File: src/rtl/pad_bidir_bank.sv
// ---------------------------------------------------------------------------
// pad_bidir_bank
//
// Bank of WIDTH independent bidirectional pad channels sitting between the
// protocol engines (I2C master, GPIO) and the pad cells.  Per channel:
//   - registers the core drive request into pad-cell controls, using
//     push-pull or open-drain signalling (OD_MASK bit = 1 -> open-drain),
//   - synchronises and glitch-filters the asynchronous pad readback,
//   - reports filtered edges and sticky drive/readback mismatches.
//
// Parameters:
//   WIDTH       number of channels
//   SYNC_STAGES synchroniser depth (2..4)
//   FILT_CYCLES consecutive stable samples needed to accept a level (0 = off)
//   OD_MASK     per-channel open-drain select
//   ERR_WIN     consecutive mismatch cycles that set err (>= 1)
//
// Ports:
//   clk       system clock
//   rst_n     asynchronous active-low reset
//   out_data  level the core wants on each pad
//   out_en    core drive request per channel
//   pad_in    raw asynchronous readback from the pad cells
//   pad_do    data to pad cell (registered)
//   pad_oe    output enable to pad cell (registered)
//   in_data   synchronised, filtered pad level
//   in_rise   one-cycle pulse on filtered 0->1
//   in_fall   one-cycle pulse on filtered 1->0
//   err_clr   clears the matching sticky error bit
//   err       sticky drive/readback mismatch flag
//
// All outputs come straight from flops.
// ---------------------------------------------------------------------------
module pad_bidir_bank #(
  parameter int               WIDTH       = 2,
  parameter int               SYNC_STAGES = 2,
  parameter int               FILT_CYCLES = 4,
  parameter logic [WIDTH-1:0] OD_MASK     = {WIDTH{1'b1}},
  parameter int               ERR_WIN     = 8
) (
  input  logic             clk,
  input  logic             rst_n,
  input  logic [WIDTH-1:0] out_data,
  input  logic [WIDTH-1:0] out_en,
  input  logic [WIDTH-1:0] pad_in,
  output logic [WIDTH-1:0] pad_do,
  output logic [WIDTH-1:0] pad_oe,
  output logic [WIDTH-1:0] in_data,
  output logic [WIDTH-1:0] in_rise,
  output logic [WIDTH-1:0] in_fall,
  input  logic [WIDTH-1:0] err_clr,
  output logic [WIDTH-1:0] err
);

  // Counter widths; a zero-width counter is never legal, so floor at 1 bit.
  localparam int CNT_W = (FILT_CYCLES > 0) ? $clog2(FILT_CYCLES + 1) : 1;
  localparam int ERR_W = (ERR_WIN > 1) ? $clog2(ERR_WIN) : 1;

  localparam logic [CNT_W-1:0] CNT_LAST = CNT_W'((FILT_CYCLES > 0) ? FILT_CYCLES - 1 : 0);
  localparam logic [ERR_W-1:0] ERR_LAST = ERR_W'(ERR_WIN - 1);

  // Filter counter advance: wraps to zero once the new level is accepted.
  function automatic logic [CNT_W-1:0] filt_next(input logic [CNT_W-1:0] c);
    if (c == CNT_LAST) filt_next = '0;
    else               filt_next = c + 1'b1;
  endfunction

  // Mismatch counter advance: saturates at the terminal value so a
  // persistent mismatch keeps re-asserting the set condition every cycle.
  function automatic logic [ERR_W-1:0] mis_sat_inc(input logic [ERR_W-1:0] c);
    if (c == ERR_LAST) mis_sat_inc = c;
    else               mis_sat_inc = c + 1'b1;
  endfunction

  // -------------------------------------------------------------------------
  // Output stage: core request -> pad-cell controls (1-cycle latency).
  // Open-drain channels never drive high; a requested 1 releases the pad.
  // -------------------------------------------------------------------------
  always_ff @(posedge clk or negedge rst_n) begin
    if (!rst_n) begin
      pad_do <= '0;
      pad_oe <= '0;
    end else begin
      pad_do <= out_data & ~OD_MASK;
      pad_oe <= out_en & (~OD_MASK | ~out_data);
    end
  end

  // -------------------------------------------------------------------------
  // Input stage p0: synchroniser chain.  Resets to 1 to match an idle-high
  // bus, so leaving reset never produces a spurious falling edge.
  // -------------------------------------------------------------------------
  logic [SYNC_STAGES-1:0][WIDTH-1:0] sync_p0;
  logic [WIDTH-1:0]                  s;

  always_ff @(posedge clk or negedge rst_n) begin
    if (!rst_n) begin
      sync_p0 <= '1;
    end else begin
      sync_p0 <= {sync_p0[SYNC_STAGES-2:0], pad_in};
    end
  end

  assign s = sync_p0[SYNC_STAGES-1];

  // -------------------------------------------------------------------------
  // Input stage p1: glitch filter and edge pulses.  A new level is accepted
  // only after FILT_CYCLES consecutive samples differ from in_data; any
  // sample agreeing with in_data restarts the count.
  // -------------------------------------------------------------------------
  logic [CNT_W-1:0] filt_cnt_p1 [WIDTH];

  always_ff @(posedge clk or negedge rst_n) begin
    if (!rst_n) begin
      in_data <= '1;
      in_rise <= '0;
      in_fall <= '0;
      for (int i = 0; i < WIDTH; i++) filt_cnt_p1[i] <= '0;
    end else begin
      for (int i = 0; i < WIDTH; i++) begin
        in_rise[i] <= 1'b0;
        in_fall[i] <= 1'b0;
        if (FILT_CYCLES == 0) begin
          in_data[i]     <= s[i];
          in_rise[i]     <= s[i] & ~in_data[i];
          in_fall[i]     <= ~s[i] & in_data[i];
          filt_cnt_p1[i] <= '0;
        end else if (s[i] == in_data[i]) begin
          filt_cnt_p1[i] <= '0;
        end else begin
          if (filt_cnt_p1[i] == CNT_LAST) begin
            in_data[i] <= s[i];
            in_rise[i] <= s[i];
            in_fall[i] <= ~s[i];
          end
          filt_cnt_p1[i] <= filt_next(filt_cnt_p1[i]);
        end
      end
    end
  end

  // -------------------------------------------------------------------------
  // Check stage p2: drive/readback mismatch.  Only cycles where the pad is
  // actually driven count; for open-drain that means driving low, so a
  // released line pulled low by another master is never flagged.
  // -------------------------------------------------------------------------
  logic [ERR_W-1:0] mis_cnt_p2 [WIDTH];
  logic [WIDTH-1:0] mis;
  logic [WIDTH-1:0] err_set;

  always_comb begin
    mis     = '0;
    err_set = '0;
    for (int i = 0; i < WIDTH; i++) begin
      mis[i]     = pad_oe[i] & (in_data[i] ^ pad_do[i]);
      err_set[i] = mis[i] & (mis_cnt_p2[i] == ERR_LAST);
    end
  end

  always_ff @(posedge clk or negedge rst_n) begin
    if (!rst_n) begin
      err <= '0;
      for (int i = 0; i < WIDTH; i++) mis_cnt_p2[i] <= '0;
    end else begin
      for (int i = 0; i < WIDTH; i++) begin
        if (!mis[i]) mis_cnt_p2[i] <= '0;
        else         mis_cnt_p2[i] <= mis_sat_inc(mis_cnt_p2[i]);

        // Set has priority over a coincident clear.
        if (err_set[i])      err[i] <= 1'b1;
        else if (err_clr[i]) err[i] <= 1'b0;
      end
    end
  end

endmodule

File: config.mk
export PLATFORM = sky130hd
export DESIGN_NAME = pad_bidir_bank
export DESIGN_NICKNAME = d
export VERILOG_FILES = /design/src/rtl/pad_bidir_bank.sv
export SDC_FILE = /design/constraint.sdc
export NUM_CORES = 1
export LEC_CHECK = 0
export ABC_CLOCK_PERIOD_IN_PS = 1300
export BUFFER_PORTS_ARGS = -buffer_cell sky130_fd_sc_hd__buf_2
export CAP_MARGIN = 10
export CORE_ASPECT_RATIO = 1.25
export CORE_MARGIN = 2
export CORE_UTILIZATION = 35
export CTS_CLUSTER_SIZE = 12
export DETAILED_ROUTE_END_ITERATION = 10
export SKIP_LAST_GASP = 1
export SYNTH_ARGS = -nofsm -noshare
export SYNTH_HDL_FRONTEND = slang
export SYNTH_SLANG_ARGS = --single-unit
File: constraint.sdc
create_clock -name clk -period 1.3 [get_ports clk]
set_input_delay 0.13 -clock clk [delete_from_list [all_inputs] [get_ports clk]]
set_output_delay 0.13 -clock clk [all_outputs]
set_load 0.005 [all_outputs]
==> flow_metrics.env, run 1 <==
export IMPL_place_congestion=0.663
export IMPL_fmax_mhz=830
export IMPL_crit_path_end_kind="flop"
export IMPL_r2r_start="mis_cnt_p2[0]"
export IMPL_critPathArrivalTime_ns=1.41
export IMPL_drtAntennaViolNets=0
export IMPL_numClockSinks=26
export IMPL_crit_fanout=4
export IMPL_leakage_nw=0.615
export IMPL_std_cell_rows=21
export IMPL_placed_area_um2=1150
export IMPL_cp_start_kind="flop"
export IMPL_vdd_drop_max_mv=0.744
export IMPL_tightest_slew_ns=0.546
export IMPL_grt_pass1_vias=642
export IMPL_r2r_end="mis_cnt_p2[1]"
export IMPL_clock_path_buffers=2
export IMPL_hpwlAfterDp_um=1040
export IMPL_synth_edf_count=0
export IMPL_vias=597
export IMPL_area_growth_pct=21.4
export IMPL_drv_slew=0
export IMPL_grt_max_degree=27
export IMPL_syn_area_per_cell_um2=14.0
export IMPL_yosysTopAreaCell="dfrtp_1"
export IMPL_insertion_delay_ns=0.31
export IMPL_drt_initial_drc_count=4
export IMPL_fin_ws_ns=0.0950
export IMPL_min_period_ns=1.20
export IMPL_cts_root_buffer="clkbuf_4"
export IMPL_setup_violations=0
export IMPL_drt_total_wl_um=1390
export IMPL_finalNetCount=119
export IMPL_htreeDepth=1
export IMPL_grt_use_total_pct=10.6
export IMPL_yosys_warnings=0
export IMPL_tritoncts="built"
export IMPL_ys_seq_elements=26
export IMPL_die_h_um=64.5
export IMPL_n_antenna_cell=0
export IMPL_avgViaCountPerCell=4.42
export IMPL_drive_above_1_share_pct=31.7
export IMPL_whs_ns=0.0284
export IMPL_crit_start="mis_cnt_p2[0]"
export IMPL_core_area_um2=2730
export IMPL_crit_required_ns=1.51
export IMPL_grt_first_pass_wirelength_um=2590
export IMPL_synthFlopType="dfrtp_1"
export IMPL_clock_skew_ns=0.00121
export IMPL_initial_core_util_pct=37.5
export IMPL_rsz0062_at_grt="false"
export IMPL_min_period_over_period_pct=92.7
export IMPL_maxCapViolCount=0
export IMPL_dieWidth_um=52.4
export IMPL_antenna_found_initial=0
export IMPL_mostFrequentLayoutCells="20 x dfrtp_1, 19 x buf_2, 8 x nor3b_1"
export IMPL_instances_no_fill=135
export IMPL_grt_overflow=0
export IMPL_crit_type="flop to flop"
export IMPL_numCtsBuffers=3
export IMPL_wl_per_cell_um=10.3
export IMPL_synthCells=73
export IMPL_ios=22
export IMPL_yosys_area_top_type_share_pct=48.8
export IMPL_r2r_slack_ns=0.1
export IMPL_ff2ff_path_depth=4
export IMPL_post_route_drc_count=0
export IMPL_fin_total_pwr_mw=1.68
export IMPL_firstDrtPassIters=2
export IMPL_design_area_um2=1240
export IMPL_hold_viol_final=0
export IMPL_port_buffers=19
export IMPL_layout_commonest_cell="dfrtp_1"
export IMPL_path_clk_slew_ns=0.12
export IMPL_cts_resized=0
export IMPL_post_place_ws_ns=0.104
export IMPL_slew_limit_headroom_pct=63.6
export IMPL_async_flop_share_pct=100
export IMPL_synthTopCellsByArea="dfrtp_1 49%, dfstp_2 15%, ha_1 7.3%"
export IMPL_status="finished clean"
export IMPL_synth_cell_types=18
export IMPL_hp_class="input port to flop"
export IMPL_place_inst=125
export IMPL_powerDensity_nw_per_um2=1350
export IMPL_dieArea_um2=3380
export IMPL_endpoint="mis_cnt_p2[1]"
export IMPL_syn_area_um2=1020
export IMPL_ys_seq_area_share_pct=64.2
export IMPL_tns_ns=0
export IMPL_post_cts_repair_setup_buffers=0
export IMPL_final_util_pct=45.5
-- sequential cells by signal, indices dropped and copies added, names as in the netlist --
signal,count
in_data,2
filt_cnt_p1,6
s,2
err,2
in_fall,2
pad_oe,2
in_rise,2
sync_p0,2
mis_cnt_p2,6
-- where the power goes --
group	switching (mW)	internal [mW]	total [mW]	leakage, nW
sequential	0.0932	0.947	1.04	0.335
clock	0.204	0.108	0.312	0.0138
combinational	0.140	0.193	0.333	0.266
total	0.437	1.25	1.68	0.615
-- critical path: stages (launching register included) --
cell and delay (ns):
dfrtp_1 0.42, ha_1 0.20, ha_1 0.24, mux2i_1 0.18, nor2_1 0.07
-- repair_timing --
item	CTS	global route
setup endpoints to repair	0	0
hold buffers	7	0
hold endpoints to repair	26	0
-- cell families after synthesis --
| logic type | synth area share (%) |
|---|---|
| flip-flops | 64.2 |
| AND/OR/NAND/NOR | 15.4 |
| adder cells (fa/ha/maj) | 7.33 |
| multiplexers | 6.11 |
| XOR/XNOR | 3.42 |
| buffers and inverters | 2.20 |
| AO/OA/AOI/OAI | 0.977 |
| other | 0.366 |
-- cells in the mapped netlist, types with 4 or more instances --
| cell type | instances |
|---|---|
| nor2_1 | 6 |
| dfrtp_1 | 20 |
| dfstp_2 | 6 |
| mux2i_1 | 4 |
| ha_1 | 6 |
| nor3b_1 | 8 |
-- layer usage --
layer | track usage, % | wire [µm] | vias to the layer above
li1 | - | - | 299
met1 | 11.8 | 630 | 282
met2 | 17.5 | 678 | 12
met3 | 2.76 | 49 | 4
met4 | 6.73 | 27 | 0
met5 | 0 | 0 | -
-- cell type report --
| class | instances | area [µm²] |
|---|---|---|
| multi-input combinational | 44 | 348 |
| timing repair buffer | 26 | 165 |
| fill | 271 | 1490 |
| tap | 34 | 42.5 |
| clock buffer | 3 | 22.5 |
| inverter | 2 | 7.51 |
| sequential | 26 | 658 |
-- worst min path at each step --
stage                          from          to  slack, ns  cells past startpoint
after floorplan               rst_n      err[0]      -0.17                      0
after global placement        rst_n  in_fall[1]       0.15                      1
after detailed placement      rst_n  in_rise[1]       0.15                      1
after CTS                 out_en[1]   pad_oe[1]       0.02                      2
after global routing      out_en[0]   pad_oe[0]       0.03                      2
final                     out_en[1]   pad_oe[1]       0.03                      2
Power figures use the tool's default switching activity.
==> run 2: changes to the inputs <==
RECOVER_POWER = 50   (was not set)
REMOVE_ABC_BUFFERS = 1   (was not set)
==> flow_metrics.env, run 2 (synthesis gave the netlist of run 1 again) <==
export IMPL_hp_class="input port to flop"
export IMPL_min_period_over_period_pct=92.4
export IMPL_hold_viol_final=0
export IMPL_setup_violations=0
export IMPL_tns_ns=0
export IMPL_cts_resized=0
export IMPL_crit_fanout=4
export IMPL_cp_start_kind="flop"
export IMPL_status="finished clean"
export IMPL_fillCellCount=256
export IMPL_die_h_um=64.5
export IMPL_grt_pass1_vias=641
export IMPL_drt_total_wl_um=1490
export IMPL_firstDrtPassIters=4
export IMPL_initial_core_util_pct=37.5
export IMPL_antenna_found_initial=0
export IMPL_post_route_drc_count=0
export IMPL_leakage_nw=0.622
export IMPL_min_period_ns=1.20
export IMPL_place_inst=125
export IMPL_design_area_um2=1260
export IMPL_tritoncts="built"
export IMPL_powerDensity_nw_per_um2=1410
export IMPL_mostFrequentLayoutCells="20 x dfrtp_1, 18 x buf_2, 8 x nor3b_1"
export IMPL_place_congestion=0.691
export IMPL_finalNetCount=119
export IMPL_numCtsBuffers=3
export IMPL_insertion_delay_ns=0.31
export IMPL_top_regs="filt_cnt_p1 x6, mis_cnt_p2 x6"
export IMPL_dieWidth_um=52.4
export IMPL_n_antenna_cell=0
export IMPL_dieArea_um2=3380
export IMPL_critPathArrivalTime_ns=1.41
export IMPL_instances_no_fill=136
export IMPL_avgViaCountPerCell=4.54
export IMPL_fin_total_pwr_mw=1.77
export IMPL_maxCapViolCount=0
export IMPL_port_buffers=19
export IMPL_drt_initial_drc_count=7
export IMPL_slew_limit_headroom_pct=58.8
export IMPL_clock_path_buffers=2
export IMPL_hpwlAfterDp_um=1040
export IMPL_grt_overflow=0
export IMPL_core_area_um2=2730
export IMPL_std_cell_rows=21
export IMPL_cts_hold_buffers=7
export IMPL_wl_per_cell_um=11.0
export IMPL_vias=617
export IMPL_htreeDepth=1
export IMPL_ios=22
export IMPL_clock_skew_ns=0.00422
export IMPL_crit_required_ns=1.51
export IMPL_whs_ns=0.0346
export IMPL_area_growth_pct=22.7
export IMPL_grt_max_degree=27
export IMPL_placed_area_um2=1150
export IMPL_post_cts_repair_setup_buffers=0
export IMPL_crit_path_end_kind="flop"
export IMPL_path_clk_slew_ns=0.13
export IMPL_drive_above_1_share_pct=32.4
export IMPL_rsz0062_at_grt="false"
export IMPL_fmax_mhz=833
export IMPL_grt_first_pass_wirelength_um=2700
export IMPL_tightest_slew_ns=0.618
export IMPL_grt_use_total_pct=10.8
export IMPL_layout_commonest_cell="dfrtp_1"
export IMPL_cts_root_buffer="clkbuf_4"
export IMPL_numClockSinks=26
export IMPL_drtAntennaViolNets=0
export IMPL_drv_slew=0
export IMPL_crit_type="flop to flop"
export IMPL_vdd_drop_max_mv=0.839
-- run 2: per-layer routing --
metal / track usage, % / wire [µm]
met5: 0 / 0
met3: 2.76 / 63
met1: 12.1 / 631
met4: 5.77 / 19
met2: 18.1 / 776
-- run 2: per-stage QoR --
step,utilization [%],setup slack (ns)
finish,46.0,0.0992
global route,46.0,0.0376
CTS,46.0,0.0881
detailed placement,42.1,0.110
global placement,42.1,0.144
floorplan,-,0.194
-- run 2: final cells by class --
class	count	area (µm²)	area share, %
Inverter	2	7.51	0.597
Clock buffer	4	36.3	2.89
Timing Repair Buffer	26	165	13.1
Sequential cell	26	658	52.3
Multi-Input combinational cell	44	348	27.7
Tap cell	34	42.5	3.38
-- run 2: final timing paths --
path / from / slack (ns) / cells after the start / end
worst min-delay path: out_en[0] / 0.03 / 2 / pad_oe[0]
min in group asynchronous: rst_n / 0.34 / 2 / err[1]
worst max register to register: mis_cnt_p2[0] / 0.1 / 4 / mis_cnt_p2[1]
worst max-delay path: mis_cnt_p2[0] / 0.1 / 4 / mis_cnt_p2[1]
worst min register to register: sync_p0[0] / 0.37 / 0 / s[0]
max in group asynchronous: rst_n / 0.56 / 2 / filt_cnt_p1[5]
-- run 2: report_power, final --
group / internal [mW] / switching (mW) / total (mW)
clock network: 0.171 / 0.216 / 0.387
logic: 0.192 / 0.144 / 0.336
registers: 0.947 / 0.0989 / 1.05
-- run 2: critical path, stage by stage, from the launching register on --
cell and delay [ns]:
dfrtp_1 0.42, ha_1 0.20, ha_1 0.25, mux2i_1 0.18, nor2_1 0.06
